**config.mk**
```make
export PLATFORM = sky130hd
export DESIGN_NAME = bypass_scoreboard_flat
export DESIGN_NICKNAME = d
export VERILOG_FILES = /design/src/rtl/bypass_scoreboard_if.sv /design/src/rtl/bypass_scoreboard.sv /design/src/flat_wrapper.sv
export SDC_FILE = /design/constraint.sdc
export NUM_CORES = 1
export LEC_CHECK = 0
export ABC_AREA = 1
export BUFFER_PORTS_ARGS = -buffer_cell sky130_fd_sc_hd__buf_2
export CORE_MARGIN = 8
export CORE_UTILIZATION = 49
export DETAILED_ROUTE_END_ITERATION = 10
export HOLD_SLACK_MARGIN = 0.15
export PLACE_DENSITY = 0.78
export SLEW_MARGIN = 20
export SYNTH_ARGS = -nofsm -noshare
export SYNTH_HDL_FRONTEND = slang
export SYNTH_SLANG_ARGS = --single-unit
```
**constraint.sdc**
```tcl
create_clock -name i_clock -period 1.65 [get_ports i_clock]
set_clock_uncertainty 0.2 [all_clocks]
set_input_delay 0.0825 -clock i_clock [delete_from_list [all_inputs] [get_ports i_clock]]
set_output_delay 0.0825 -clock i_clock [all_outputs]
set_load 0.1 [all_outputs]
```
**src/rtl/bypass_scoreboard_if.sv**
```systemverilog
// Bypass scoreboard bundle: Decode/Execute tags in, forwarding selects and
// interlocks out. Signal prefixes are from the scoreboard's point of view.
interface bypass_scoreboard_if #(
    parameter int REG_W  = 5,
    parameter int STAGES = 3,
    parameter int SEL_W  = $clog2(STAGES)
);
    logic             i_d_valid;
    logic             i_d_we;
    logic             i_d_is_load;
    logic             i_d_is_md;
    logic [REG_W-1:0] i_d_rd;
    logic [REG_W-1:0] i_d_rs_a;
    logic [REG_W-1:0] i_d_rs_b;
    logic [REG_W-1:0] i_x_rs_a;
    logic [REG_W-1:0] i_x_rs_b;
    logic             i_flush;
    logic [SEL_W-1:0] o_fwd_sel_a;
    logic [SEL_W-1:0] o_fwd_sel_b;
    logic             o_stall;
    logic             o_md_busy;

    // Pipeline side: drives Decode/Execute tags, consumes selects and stall.
    modport master (
        output i_d_valid, i_d_we, i_d_is_load, i_d_is_md, i_d_rd,
               i_d_rs_a, i_d_rs_b, i_x_rs_a, i_x_rs_b, i_flush,
        input  o_fwd_sel_a, o_fwd_sel_b, o_stall, o_md_busy
    );

    // Scoreboard side.
    modport slave (
        input  i_d_valid, i_d_we, i_d_is_load, i_d_is_md, i_d_rd,
               i_d_rs_a, i_d_rs_b, i_x_rs_a, i_x_rs_b, i_flush,
        output o_fwd_sel_a, o_fwd_sel_b, o_stall, o_md_busy
    );
endinterface

```
**src/rtl/bypass_scoreboard.sv**
```systemverilog
// Bypass scoreboard: shadow pipeline of destination tags for every stage after
// Decode, youngest-wins forwarding selects for both Execute operands and a
// load-use stall for Decode.
// Optional mult/div interlock: define MULTDIV_INTERLOCK_EN to enable it.
module bypass_scoreboard #(
    parameter int REG_W      = 5,
    parameter int STAGES     = 3,
    parameter int SEL_W      = $clog2(STAGES),
    parameter int MD_LATENCY = 32
) (
    input  logic               i_clock,
    input  logic               i_reset,
    bypass_scoreboard_if.slave bus
);

    // Reject parameter sets the select encoding and counter cannot represent.
    if ((STAGES < 2) || (STAGES > 8) || (MD_LATENCY < 1)) begin : g_param_check
        $error("bypass_scoreboard: STAGES must be 2..8 and MD_LATENCY >= 1");
    end

    typedef struct packed {
        logic             valid;
        logic             we;
        logic             is_load;
        logic [REG_W-1:0] rd;
    } entry_t;

    entry_t           r_entry [STAGES];
    entry_t           w_entry_in;
    logic [STAGES-1:0] w_live;
    logic [SEL_W-1:0] w_sel_a;
    logic [SEL_W-1:0] w_sel_b;
    logic             w_stall_lu;
    logic             w_stall_md;
    logic             w_md_busy;
    logic             w_stall;

    // Tag entering Execute: a bubble whenever Decode is held or killed.
    always_comb begin
        w_entry_in = '0;
        if (!bus.i_flush && !w_stall) begin
            w_entry_in.valid   = bus.i_d_valid;
            w_entry_in.we      = bus.i_d_we;
            w_entry_in.is_load = bus.i_d_is_load;
            w_entry_in.rd      = bus.i_d_rd;
        end
    end

    // Shadow tag pipeline advancing in lockstep with the datapath latches.
    always_ff @(posedge i_clock or posedge i_reset) begin
        if (i_reset) begin
            for (int k = 0; k < STAGES; k++) begin
                r_entry[k] <= '0;
            end
        end else begin
            r_entry[0] <= w_entry_in;
            for (int k = 1; k < STAGES; k++) begin
                r_entry[k] <= r_entry[k-1];
            end
        end
    end

    // A stage is a forwarding source only if it really writes a nonzero register.
    always_comb begin
        w_live = '0;
        for (int k = 0; k < STAGES; k++) begin
            w_live[k] = r_entry[k].valid & r_entry[k].we & (r_entry[k].rd != '0);
        end
    end

    // Youngest-wins select: scan oldest to youngest so the smallest k lands last.
    always_comb begin
        w_sel_a = '0;
        w_sel_b = '0;
        for (int k = STAGES - 1; k >= 1; k--) begin
            if (w_live[k] && (r_entry[k].rd == bus.i_x_rs_a)) begin
                w_sel_a = SEL_W'(k);
            end
            if (w_live[k] && (r_entry[k].rd == bus.i_x_rs_b)) begin
                w_sel_b = SEL_W'(k);
            end
        end
    end

    assign w_stall_lu = bus.i_d_valid & w_live[0] & r_entry[0].is_load &
                        ((r_entry[0].rd == bus.i_d_rs_a) |
                         (r_entry[0].rd == bus.i_d_rs_b));

`ifdef MULTDIV_INTERLOCK_EN
    localparam int MD_CNT_W = $clog2(MD_LATENCY + 1);

    logic [MD_CNT_W-1:0] r_md_cnt;
    logic [REG_W-1:0]    r_md_rd;

    assign w_md_busy  = (r_md_cnt != '0);
    assign w_stall_md = (bus.i_d_valid & w_md_busy & (r_md_rd != '0) &
                         ((bus.i_d_rs_a == r_md_rd) |
                          (bus.i_d_rs_b == r_md_rd) |
                          (bus.i_d_we & (bus.i_d_rd == r_md_rd)))) |
                        (bus.i_d_is_md & w_md_busy);

    // Mult/div busy down-counter; a flush does not cancel an in-flight op.
    always_ff @(posedge i_clock or posedge i_reset) begin
        if (i_reset) begin
            r_md_cnt <= '0;
            r_md_rd  <= '0;
        end else if (!bus.i_flush && !w_stall && bus.i_d_valid && bus.i_d_is_md) begin
            r_md_cnt <= MD_CNT_W'(MD_LATENCY);
            r_md_rd  <= bus.i_d_rd;
        end else if (w_md_busy) begin
            r_md_cnt <= r_md_cnt - 1'b1;
        end
    end
`else
    assign w_md_busy  = 1'b0;
    assign w_stall_md = 1'b0;
`endif

    // The stall output is not masked by flush; flush only wins at the latch.
    assign w_stall         = w_stall_lu | w_stall_md;
    assign bus.o_stall     = w_stall;
    assign bus.o_md_busy   = w_md_busy;
    assign bus.o_fwd_sel_a = w_sel_a;
    assign bus.o_fwd_sel_b = w_sel_b;

endmodule

```
**src/flat_wrapper.sv**
```systemverilog
// flat-port wrapper written by rule: the top's interface ports become plain ports
module bypass_scoreboard_flat 
#(
    parameter int REG_W      = 5,
    parameter int STAGES     = 3,
    parameter int SEL_W      = $clog2(STAGES),
    parameter int MD_LATENCY = 32
)
  (i_clock, i_reset, bus_i_d_valid, bus_i_d_we, bus_i_d_is_load, bus_i_d_is_md, bus_i_d_rd, bus_i_d_rs_a, bus_i_d_rs_b, bus_i_x_rs_a, bus_i_x_rs_b, bus_i_flush, bus_o_fwd_sel_a, bus_o_fwd_sel_b, bus_o_stall, bus_o_md_busy);
  bypass_scoreboard_if #(.REG_W(REG_W), .STAGES(STAGES), .SEL_W(SEL_W)) bus_i ();
  input  logic i_clock;
  input  logic i_reset;
  input wire logic [$bits(bus_i.i_d_valid)-1:0] bus_i_d_valid;
  input wire logic [$bits(bus_i.i_d_we)-1:0] bus_i_d_we;
  input wire logic [$bits(bus_i.i_d_is_load)-1:0] bus_i_d_is_load;
  input wire logic [$bits(bus_i.i_d_is_md)-1:0] bus_i_d_is_md;
  input wire logic [$bits(bus_i.i_d_rd)-1:0] bus_i_d_rd;
  input wire logic [$bits(bus_i.i_d_rs_a)-1:0] bus_i_d_rs_a;
  input wire logic [$bits(bus_i.i_d_rs_b)-1:0] bus_i_d_rs_b;
  input wire logic [$bits(bus_i.i_x_rs_a)-1:0] bus_i_x_rs_a;
  input wire logic [$bits(bus_i.i_x_rs_b)-1:0] bus_i_x_rs_b;
  input wire logic [$bits(bus_i.i_flush)-1:0] bus_i_flush;
  output wire logic [$bits(bus_i.o_fwd_sel_a)-1:0] bus_o_fwd_sel_a;
  output wire logic [$bits(bus_i.o_fwd_sel_b)-1:0] bus_o_fwd_sel_b;
  output wire logic [$bits(bus_i.o_stall)-1:0] bus_o_stall;
  output wire logic [$bits(bus_i.o_md_busy)-1:0] bus_o_md_busy;
  assign bus_i.i_d_valid = bus_i_d_valid;
  assign bus_i.i_d_we = bus_i_d_we;
  assign bus_i.i_d_is_load = bus_i_d_is_load;
  assign bus_i.i_d_is_md = bus_i_d_is_md;
  assign bus_i.i_d_rd = bus_i_d_rd;
  assign bus_i.i_d_rs_a = bus_i_d_rs_a;
  assign bus_i.i_d_rs_b = bus_i_d_rs_b;
  assign bus_i.i_x_rs_a = bus_i_x_rs_a;
  assign bus_i.i_x_rs_b = bus_i_x_rs_b;
  assign bus_i.i_flush = bus_i_flush;
  assign bus_o_fwd_sel_a = bus_i.o_fwd_sel_a;
  assign bus_o_fwd_sel_b = bus_i.o_fwd_sel_b;
  assign bus_o_stall = bus_i.o_stall;
  assign bus_o_md_busy = bus_i.o_md_busy;
  bypass_scoreboard #(.REG_W(REG_W), .STAGES(STAGES), .SEL_W(SEL_W), .MD_LATENCY(MD_LATENCY)) u_core (.i_clock(i_clock), .i_reset(i_reset), .bus(bus_i));
endmodule
```
== Word level (Yosys, flattened, before mapping) ==
Index checks and enable logic that the tools add are counted.
Word-level totals
  register bits after elaboration: 22
  input port bits: 32
  output and inout port bits: 6
Operators by class
  eq/ne operators: 6
  mux-type cells: 5
  bitwise gates (word level): 10
  reduce and logical (&&, ||, !) cells: 10
Operators with widths (count)
  $eq 5x5->1: 6
  $reduce_bool 5->1: 3
  $and 1x1->1: 9
  $mux 2: 4
  $mux 8: 1
  $logic_and 1x1->1: 5
  $logic_not 1->1: 2
  $or 1x1->1: 1

== Logic depth before layout (Yosys ltp) ==
Gate-level depths: netlist (run 1).
  depth after elaboration: 8
  gate-level depth with buffers: 9
  gate-level depth less buffers: 9

== Least setup slack after synthesis (run 1) ==
Ideal clock, no wire load.
  kind: reg-to-output
  from: reg u_core.r_entry[8] (netlist bit)
  to: out bus_o_fwd_sel_b[1]
  arrival: 4035 ps
  required time: 1367 ps
  slack: -2668 ps
  cell stages (with the launch flop): 5
  cell sequence: dfrtp_1 > xnor2_1 > nand4_1 > nor3_1 > nor2_1
Between the ends
  word-level cells in the longest chain between the ends: 4
  elaborated cells between the ends (all ways): 5
  those cells by class: eq/ne (1); mux (1); bitwise (1); reduce/logical (2)
Ends and longest elaborated chain
  start: declaration: RTL line bypass_scoreboard.sv:28  | entry_t r_entry [STAGES];
  start signal: indexed assignment: RTL line bypass_scoreboard.sv:58  | r_entry[k] <= r_entry[k-1];
  $reduce_bool 5->1: RTL line bypass_scoreboard.sv:67  | w_live[k] = r_entry[k].valid & r_entry[k].we & (r_entry[k].rd != '0);
  $and 1x1->1: RTL line bypass_scoreboard.sv:67
  $logic_and 1x1->1 *: RTL line bypass_scoreboard.sv:79  | if (w_live[k] && (r_entry[k].rd == bus.i_x_rs_b)) begin
  $mux 2 *: RTL line bypass_scoreboard.sv:79
  end: declaration: RTL line flat_wrapper.sv:24  | output wire logic [$bits(bus_i.o_fwd_sel_b)-1:0] bus_o_fwd_sel_b;
Mark *: on every way between the ends. The rest lies on a longest branch, timed or not.

== Worst setup path in the final report (run 1) ==
  from: reg u_core.r_entry[10] (netlist bit)
  to: out bus_o_fwd_sel_b[1]
Same word-level chain as after synthesis.

==> results of run 1 <==
==> kinds of logic (layout without fill, tap and decap cells) <==
| group | after synthesis | count (layout) |
|---|---|---|
| flops | 22 | 22 |
| simple gates | 65 | 65 |
| other cells | 1 | 1 |
| buf+inv | 27 | 77 |
| xor+xnor | 22 | 22 |
==> routing by layer <==
layer	routed length, um	part of all wire [%]	global-route usage (%)	up-vias
met5	0	0	0	-
met4	85	3.3	6.96	0
met2	1310	50	24.5	38
li1	-	-	-	507
met1	1010	39	13.0	456
met3	207	7.9	5.05	10
==> power by group through the flow <==
stage	clock (mW)	combinational, mW	sequential [mW]
3_5_place_dp	0	0.184	0.605
4_1_cts	0.230	0.206	0.595
5_1_grt	0.251	0.234	0.602
2_1_floorplan	0	0.118	0.598
3_3_place_gp	0	0.175	0.602
6_report	0.223	0.209	0.596
==> worst max-delay path: stages, from the launching register on <==
cell and delay [ns]:
dfrtp_2 0.47, xnor2_1 0.16, nand4_1 0.19, nor3_4 0.26, nor2_4 0.06, buf_12 0.17
==> what timing repair did <==
action / in CTS / in global routing
hold buffers: 10 / 0
buffers inserted: 2 / 0
pin swaps: 12 / 5
setup endpoints to repair: 5 / 13
endpoints found under the hold margin: 30 / 0
resized for setup: 2 / 8
==> metrics by stage <==
step | cell area (um^2) | cells | TNS [ns] | utilization [%]
3_3_place_gp | 1460 | 200 | 0 | 66.5
5_1_grt | 1620 | 215 | -1.59 | 74.1
3_5_place_dp | 1460 | 200 | 0 | 66.5
2_1_floorplan | 1170 | 137 | -1.40 | -
6_report | 1620 | 215 | -1.03 | 74.1
4_1_cts | 1600 | 215 | -1.12 | 73.0
==> path summary, 6_finish.rpt <==
kind,start,endpoint,slack [ns],cells past startpoint
min in group i_clock,u_core.r_entry[23],u_core.r_entry[15],0.19,0
max in group asynchronous,i_reset,u_core.r_entry[11],0.86,4
worst max register to register,u_core.r_entry[18],u_core.r_entry[22],0.10,10
worst min-delay path,i_reset,u_core.r_entry[3],0.16,4
worst min register to register,u_core.r_entry[23],u_core.r_entry[15],0.19,0
worst max-delay path,u_core.r_entry[10],bus_o_fwd_sel_b[1],-0.23,5
==> final cells by class <==
| type | instances | area, um^2 | area share, % |
|---|---|---|---|
| sequential | 22 | 553 | 34.1 |
| multi-input combinational | 88 | 536 | 33.0 |
| timing repair buffer | 48 | 377 | 23.2 |
| inverter | 26 | 101 | 6.24 |
| tap | 28 | 35.0 | 2.16 |
| clock buffer | 3 | 22.5 | 1.39 |
==> placed cells by master (no fill, tap or decap), types with 3 or more instances in the layout <==
cell           count
buf_12             5
buf_2             30
clkbuf_4           3
dfrtp_1           20
dlygate4sd3_1     10
inv_1             22
inv_2              3
nand2_1           25
nand3_1            4
nand4_1            5
nor2_1            19
xnor2_1           13
xor2_1             8
==> out/results.ini, run 1 <==
[outcome]
status = finished, violations left
violations = setup timing

[floorplanning]
fp.dieH_um = 64.0
start_util_pct = 51.6
core_area_mm2 = 0.00219
row_count = 17
die_x_um = 64.0
io-pin-count = 38
die_area_mm2 = 0.00410

[timing]
post-route-min-period_ns = 1.88
max_freq_ghz = 0.532
setup_viol = 5
setup_ws_ns = -0.230
hold_slack_ns = 0.162
slew_violations = 0
rsz0062_at_grt = yes
fin_crit_sh_pct = 114
hold_viol = 0

[logic_synthesis]
ys_seq_area_share_pct = 48.7
syn_nets = 169
synth-xor-area-share_pct = 17.0
synth_top_cells_by_count = 25 x inv_1, 25 x nand2_1, 23 x nor2_1
synth_top_family_by_area = simple AND/OR/NAND/NOR gates
yosys_most_used_dff = dfrtp_1
synth-seq-cells = 22
synth_simple_gate_area_share_pct = 24.7
synth_fa_ha_area_share_pct = 0
synth-edff-count = 0
synth_compound_area_share_pct = 0
yosysTopAreaCell = dfrtp_1
async_flop_share_pct = 100
synth_top_area_share_pct = 48.7
postSynthAreaPerCell_um2 = 8.26
muxShareOfSynthArea_pct = 0
yosys_warnings = 0
netlist_instances = 137
ys_top_cells_by_area = dfrtp_1 49%, xnor2_1 11%, inv_1 8.3%, nand2_1 8.3%, nor2_1 7.6%
ys_types = 14
syn_area_mm2 = 0.00113

[global_route]
grt_max_degree = 23
first_global_vias = 1128
grt_pass1_wl_um = 4570
grtUsageTotal_pct = 13.5
antenna_found_initial = 0
grt_overflow = 0

[cts]
cts_tree = done
ctsRootBufferMaster = clkbuf_4
clk_pin_slew_ns = 0.11
cts_htree_levels = 1
clockBufferDepth = 2
cts_buffers = 3
clk_latency_ns = 0.29
cts.sinks = 22

[power]
finalPower_mw = 1.03
power_frac_clock_pct = 21.7
ir_drop_uv = 621
leakagePower_nw = 0.874
p_int_mw = 0.754
power.switching_mw = 0.275
powerDensity_mw_per_mm2 = 633
combPwrFrac_pct = 20.4
sw_frac_of_total_pct = 26.7
power.share.sequential_pct = 58.0

[routing]
drt-initial-drc-count = 22
dr.pass1.iters = 4
route.vias.total = 1011
wire_per_inst_um = 12.2
via_per_inst = 4.70
drtAntennaViolNets = 0
routed_wirelength_um = 2610
drc = 0

[layout]
drive_above_1_share_pct = 31.0
fill_cells = 149
fin_nets = 221
regMostFlops = u_core.r_entry
syn2layout_area_growth_pct = 43.6
antenna_cells = 0
largest_reg_flops = 22
reg_top3 = u_core.r_entry (22)

[setup_path]
worstSetupStartpointType = flop
worstPathArrival_ns = 1.60
setup.worst_path.class = flop to primary output
cp_max_fo = 4
required_ns = 1.37
end_kind = primary output

[place]
dpl.hpwl_um = 2070
gp_congestion = 0.818
dp_worst_setup_slack_ns = 0.0157
port_buffers = 35

[flow_run]
drv_cap = 0

[worst_hold_path]
hold_path.class = input pin to asynchronous set/reset pin

No activity file was read; power rests on OpenSTA's default activity.
==> inputs of run 2 (changes only) <==
--- a/config.mk
+++ b/config.mk
@@ -6,12 +6,14 @@
 export NUM_CORES = 1
 export LEC_CHECK = 0
 export ABC_AREA = 1
-export BUFFER_PORTS_ARGS = -buffer_cell sky130_fd_sc_hd__buf_2
-export CORE_MARGIN = 8
-export CORE_UTILIZATION = 49
+export BUFFER_PORTS_ARGS = -buffer_cell sky130_fd_sc_hd__buf_4
+export CELL_PAD_IN_SITES_DETAIL_PLACEMENT = 0
+export CELL_PAD_IN_SITES_GLOBAL_PLACEMENT = 1
+export CORE_MARGIN = 2
+export CORE_UTILIZATION = 35
 export DETAILED_ROUTE_END_ITERATION = 10
 export HOLD_SLACK_MARGIN = 0.15
-export PLACE_DENSITY = 0.78
+export PLACE_DENSITY_LB_ADDON = 0.1
 export SLEW_MARGIN = 20
 export SYNTH_ARGS = -nofsm -noshare
 export SYNTH_HDL_FRONTEND = slang
==> out/results.ini, run 2 (synthesis gave the netlist of run 1 again) <==
[outcome]
status = finished, violations left
violations = setup timing

[timing]
post-route-min-period_ns = 1.88
slew_violations = 0
hold_slack_ns = 0.189
hold_viol = 0
setup_ws_ns = -0.227
rsz0062_at_grt = yes
max_freq_ghz = 0.533
setup_viol = 5
fin_crit_sh_pct = 114

[cts]
cts_buffers = 3
cts_tree = done
cts_htree_levels = 1
cts.sinks = 22
clk_latency_ns = 0.31
clockBufferDepth = 2
ctsRootBufferMaster = clkbuf_4
clk_pin_slew_ns = 0.12

[routing]
drt-initial-drc-count = 17
drc = 0
routed_wirelength_um = 2380
via_per_inst = 4.18
route.vias.total = 979
drtAntennaViolNets = 0
dr.pass1.iters = 4
wire_per_inst_um = 10.2

[setup_path]
end_kind = primary output
cp_max_fo = 4
rr_worst_depth = 10
worstPathArrival_ns = 1.59
rr_endpoint = u_core.r_entry[21]
setup.worst_path.class = flop to primary output
reg2reg_from = u_core.r_entry[17]
worstSetupStartpointType = flop
worstSetupStartpoint = u_core.r_entry[9]
required_ns = 1.37
endpoint = bus_o_fwd_sel_b[1]
reg2reg_slack_ns = 0.10

[global_route]
first_global_vias = 910
grtUsageTotal_pct = 13.7
antenna_found_initial = 0
grt_pass1_wl_um = 3710
busiest_layer = met2
grt_max_degree = 23
grt_overflow = 0
met1_usage_pct = 15.9
use_met3_pct = 1.92
grtUsageMet2_pct = 25.5

[flow_run]
drv_cap = 0

[place]
dp_cells = 217
gp_congestion = 0.751
port_buffers = 35
dp_worst_setup_slack_ns = 0.00711
dpl.hpwl_um = 1820

[layout]
fill_cells = 275
multi_input_area_um2 = 561
finish.utilization_pct = 58.6
fin_nets = 223
final_common_cell = buf_4
regMostFlops = u_core.r_entry
most-common-layout-cells = 34 x buf_4, 24 x nand2_1, 21 x inv_1
drive_above_1_share_pct = 36.8
largest_reg_flops = 22
reg_top3 = u_core.r_entry (22)
syn2layout_area_growth_pct = 58.2
layout.cells.non_filler = 234
antenna_cells = 0
seq_area_um2 = 559

[floorplanning]
row_count = 20
die_area_mm2 = 0.00370
die_x_um = 60.8
io-pin-count = 38
fp.dieH_um = 60.8
start_util_pct = 37.0
core_area_mm2 = 0.00305

[power]
ir_drop_uv = 373
leakagePower_nw = 0.925
powerDensity_mw_per_mm2 = 694

[worst_hold_path]
hold_path.class = flop to flop

-- run 2: final cells by class --
cell class	count	area share, %
Timing Repair Buffer	50	25.7
Multi-Input combinational cell	88	31.3
Inverter	26	5.66
Clock inverter	1	1.68
Tap cell	44	3.08
Sequential cell	22	31.3
Clock buffer	3	1.26
-- run 2: worst min-delay path by stage --
stage                       start                  to  cells after the start
2_1_floorplan             i_reset   u_core.r_entry[0]                      1
3_3_place_gp              i_reset  u_core.r_entry[23]                      3
3_5_place_dp              i_reset  u_core.r_entry[21]                      3
4_1_cts        u_core.r_entry[22]  u_core.r_entry[14]                      0
5_1_grt        u_core.r_entry[22]  u_core.r_entry[14]                      0
6_report       u_core.r_entry[22]  u_core.r_entry[14]                      0
-- run 2: stage by stage --
step | instance area [um^2] | TNS [ns] | total power [mW]
final | 1790 | -1.03 | 1.24
after global routing | 1790 | -1.49 | 1.30
after CTS | 1740 | -1.06 | 1.23
after detailed placement | 1500 | 0 | 0.810
after global placement | 1500 | 0 | 0.803
after floorplan | 1170 | -1.40 | 0.716
-- run 2: per-layer routing --
metal | wire length (um) | vias to the layer above
li1 | - | 515
met1 | 1010 | 433
met2 | 1250 | 26
met3 | 91 | 5
met4 | 29 | 0
met5 | 0 | -
-- run 2: critical path, cell delays in order (launching register included) --
cell and delay [ns]:
dfrtp_2 0.47, xnor2_2 0.15, nand4_1 0.16, nor3_4 0.29, nor2_4 0.06, buf_12 0.16
-- run 2: timing repair --
item / in CTS / in global routing
buffers inserted: 2 / 0
resized for setup: 16 / 17
pin swaps: 9 / 6
hold buffers: 11 / 0
endpoints found under the setup margin: 5 / 13
hold endpoints to repair: 30 / 0
-- run 2: power by group --
part           internal (mW)  switching (mW)  total [mW]
sequential             0.568          0.0301       0.598
combinational          0.129           0.109       0.238
clock                  0.246           0.160       0.406
total                  0.943           0.299        1.24
==> inputs of run 3 (changes only) <==
==> constraint.sdc (replaced) <==
create_clock -name i_clock -period 2.1 [get_ports i_clock]
set_clock_uncertainty 0.2 [all_clocks]
set_input_delay 0.105 -clock i_clock [delete_from_list [all_inputs] [get_ports i_clock]]
set_output_delay 0.105 -clock i_clock [all_outputs]
set_load 0.1 [all_outputs]
==> out/results.ini, run 3 (synthesis gave the netlist of run 1 again) <==
[outcome]
status = completed

[layout]
fin_nets = 225
regMostFlops = u_core.r_entry
reg_top3 = u_core.r_entry (22)
finish.utilization_pct = 55.7
most-common-layout-cells = 32 x buf_4, 25 x nand2_1, 24 x inv_1
antenna_cells = 0
syn2layout_area_growth_pct = 50.4
drive_above_1_share_pct = 26.0
largest_reg_flops = 22
final_common_cell = buf_4
fill_cells = 300

[cts]
clockBufferDepth = 2
cts_setup_buffers = 0
ctsRootBufferMaster = clkbuf_4
clk_latency_ns = 0.30
cts.sinks = 22
cts_htree_levels = 1
cts_tree = done
cts_buffers = 3
clk_pin_slew_ns = 0.11

[routing]
drc = 0
route.vias.total = 983
wire_per_inst_um = 9.78
routed_wirelength_um = 2310
via_per_inst = 4.17
drtAntennaViolNets = 0
drt-initial-drc-count = 11
dr.pass1.iters = 2

[global_route]
grt_max_degree = 23
grt_overflow = 0
grtUsageTotal_pct = 13.7
antenna_found_initial = 0
first_global_vias = 966
grt_pass1_wl_um = 3820

[floorplanning]
die_x_um = 60.8
fp.dieH_um = 60.8
start_util_pct = 37.0
row_count = 20
die_area_mm2 = 0.00370
io-pin-count = 38
core_area_mm2 = 0.00305

[setup_path]
worstPathArrival_ns = 1.98
end_kind = flop
worstSetupStartpointType = flop
reg2reg_slack_ns = 0.11
crit_chain = nor2_1 > nor2_1 > nor2_1 > nand3_1 > nand2_1 > nand2_2 > nand2_4 > nor2_1 > dlygate4sd3_1
critical-path-slowest-cell = dlygate4sd3_1
cp_max_fo = 8
worstSetupStartpoint = u_core.r_entry[19]
setup.worst_path.class = flop to flop
cp_common_cell = nor2_1
rr_endpoint = u_core.r_entry[19]
reg2reg_from = u_core.r_entry[19]
required_ns = 2.09
rr_worst_depth = 9
cpPeakStageDelay_ns = 0.55

[power]
ir_drop_uv = 238
powerDensity_mw_per_mm2 = 512
leakagePower_nw = 0.925

[timing]
max_freq_ghz = 0.501
fin_tns_setup_ns = 0
rsz0062_at_grt = no
slew_violations = 0
tightest_slew_ns = 0.778
slew_headroom_pct = 48.1
post-route-min-period_ns = 1.99
setup_viol = 0
hold_viol = 0
setup_ws_ns = 0.105
fin_crit_sh_pct = 95.0

[worst_hold_path]
hold_path.class = flop to flop
min_path_cells = 0
hold_end = u_core.r_entry[6]
hp-start = u_core.r_entry[14]

[flow_run]
drv_cap = 0

[place]
dpl.hpwl_um = 1790
port_buffers = 35
gp_congestion = 0.727
dp_worst_setup_slack_ns = 0.384

[run 3: changes by cell type in the layout (fill, tap and decap cells not counted), moves of 3 or more]
cell           delta
buf_12            -4
buf_6             +3
dfrtp_1           +5
dfrtp_2           -5
dlygate4sd3_1     +6
inv_1             +3
xnor2_1           +3
xnor2_2           -3
[run 3: stage by stage]
step	instance area, um^2	hold slack, ns	std cells	power (mW)
finish	1700	0.189	236	0.871
global route	1700	0.199	236	0.916
CTS	1690	0.188	236	0.880
detailed placement	1480	0.0952	215	0.632
global placement	1480	0.0711	215	0.627
floorplan	1170	-0.106	137	0.563
[run 3: worst max-delay path by stage]
stage / slack (ns) / endpoint
floorplan: -0.09 / bus_o_fwd_sel_a[1]
global placement: 0.42 / bus_o_fwd_sel_a[1]
detailed placement: 0.38 / bus_o_fwd_sel_a[1]
CTS: 0.04 / bus_o_fwd_sel_a[1]
global route: 0.003 / bus_o_fwd_sel_a[1]
finish: 0.11 / u_core.r_entry[19]
[run 3: critical path: cells and delay by family (launching register included)]
kind,cells,cell delay [ns]
simple gates,8,0.67
buf+inv,1,0.55
flops,1,0.46
[run 3: power breakdown]
group | switching (mW) | internal (mW) | total (mW)
logic | 0.0795 | 0.0995 | 0.179
registers | 0.0229 | 0.445 | 0.468
clock network | 0.118 | 0.106 | 0.224
[run 3: area by class of cell]
cell class	count	area, um^2	area share (%)
sequential	22	553	32.5
timing repair buffer	52	444	26.1
tap	44	55.1	3.24
inverter	26	97.6	5.74
multi-input combinational	88	515	30.3
clock buffer	4	36.3	2.13
[run 3: routing by layer]
| layer | track usage, % | up-vias | routed length [um] |
|---|---|---|---|
| met5 | 0 | - | 0 |
| met4 | 5.90 | 0 | 22 |
| met3 | 1.28 | 2 | 101 |
| met2 | 25.2 | 26 | 1210 |
| met1 | 16.3 | 438 | 978 |
| li1 | - | 517 | - |
[run 3: repair_timing]
item | in CTS | in global routing
gates resized for setup | 0 | 7
hold buffers | 17 | 0
setup endpoints to repair | 0 | 11
hold endpoints to repair | 30 | 0
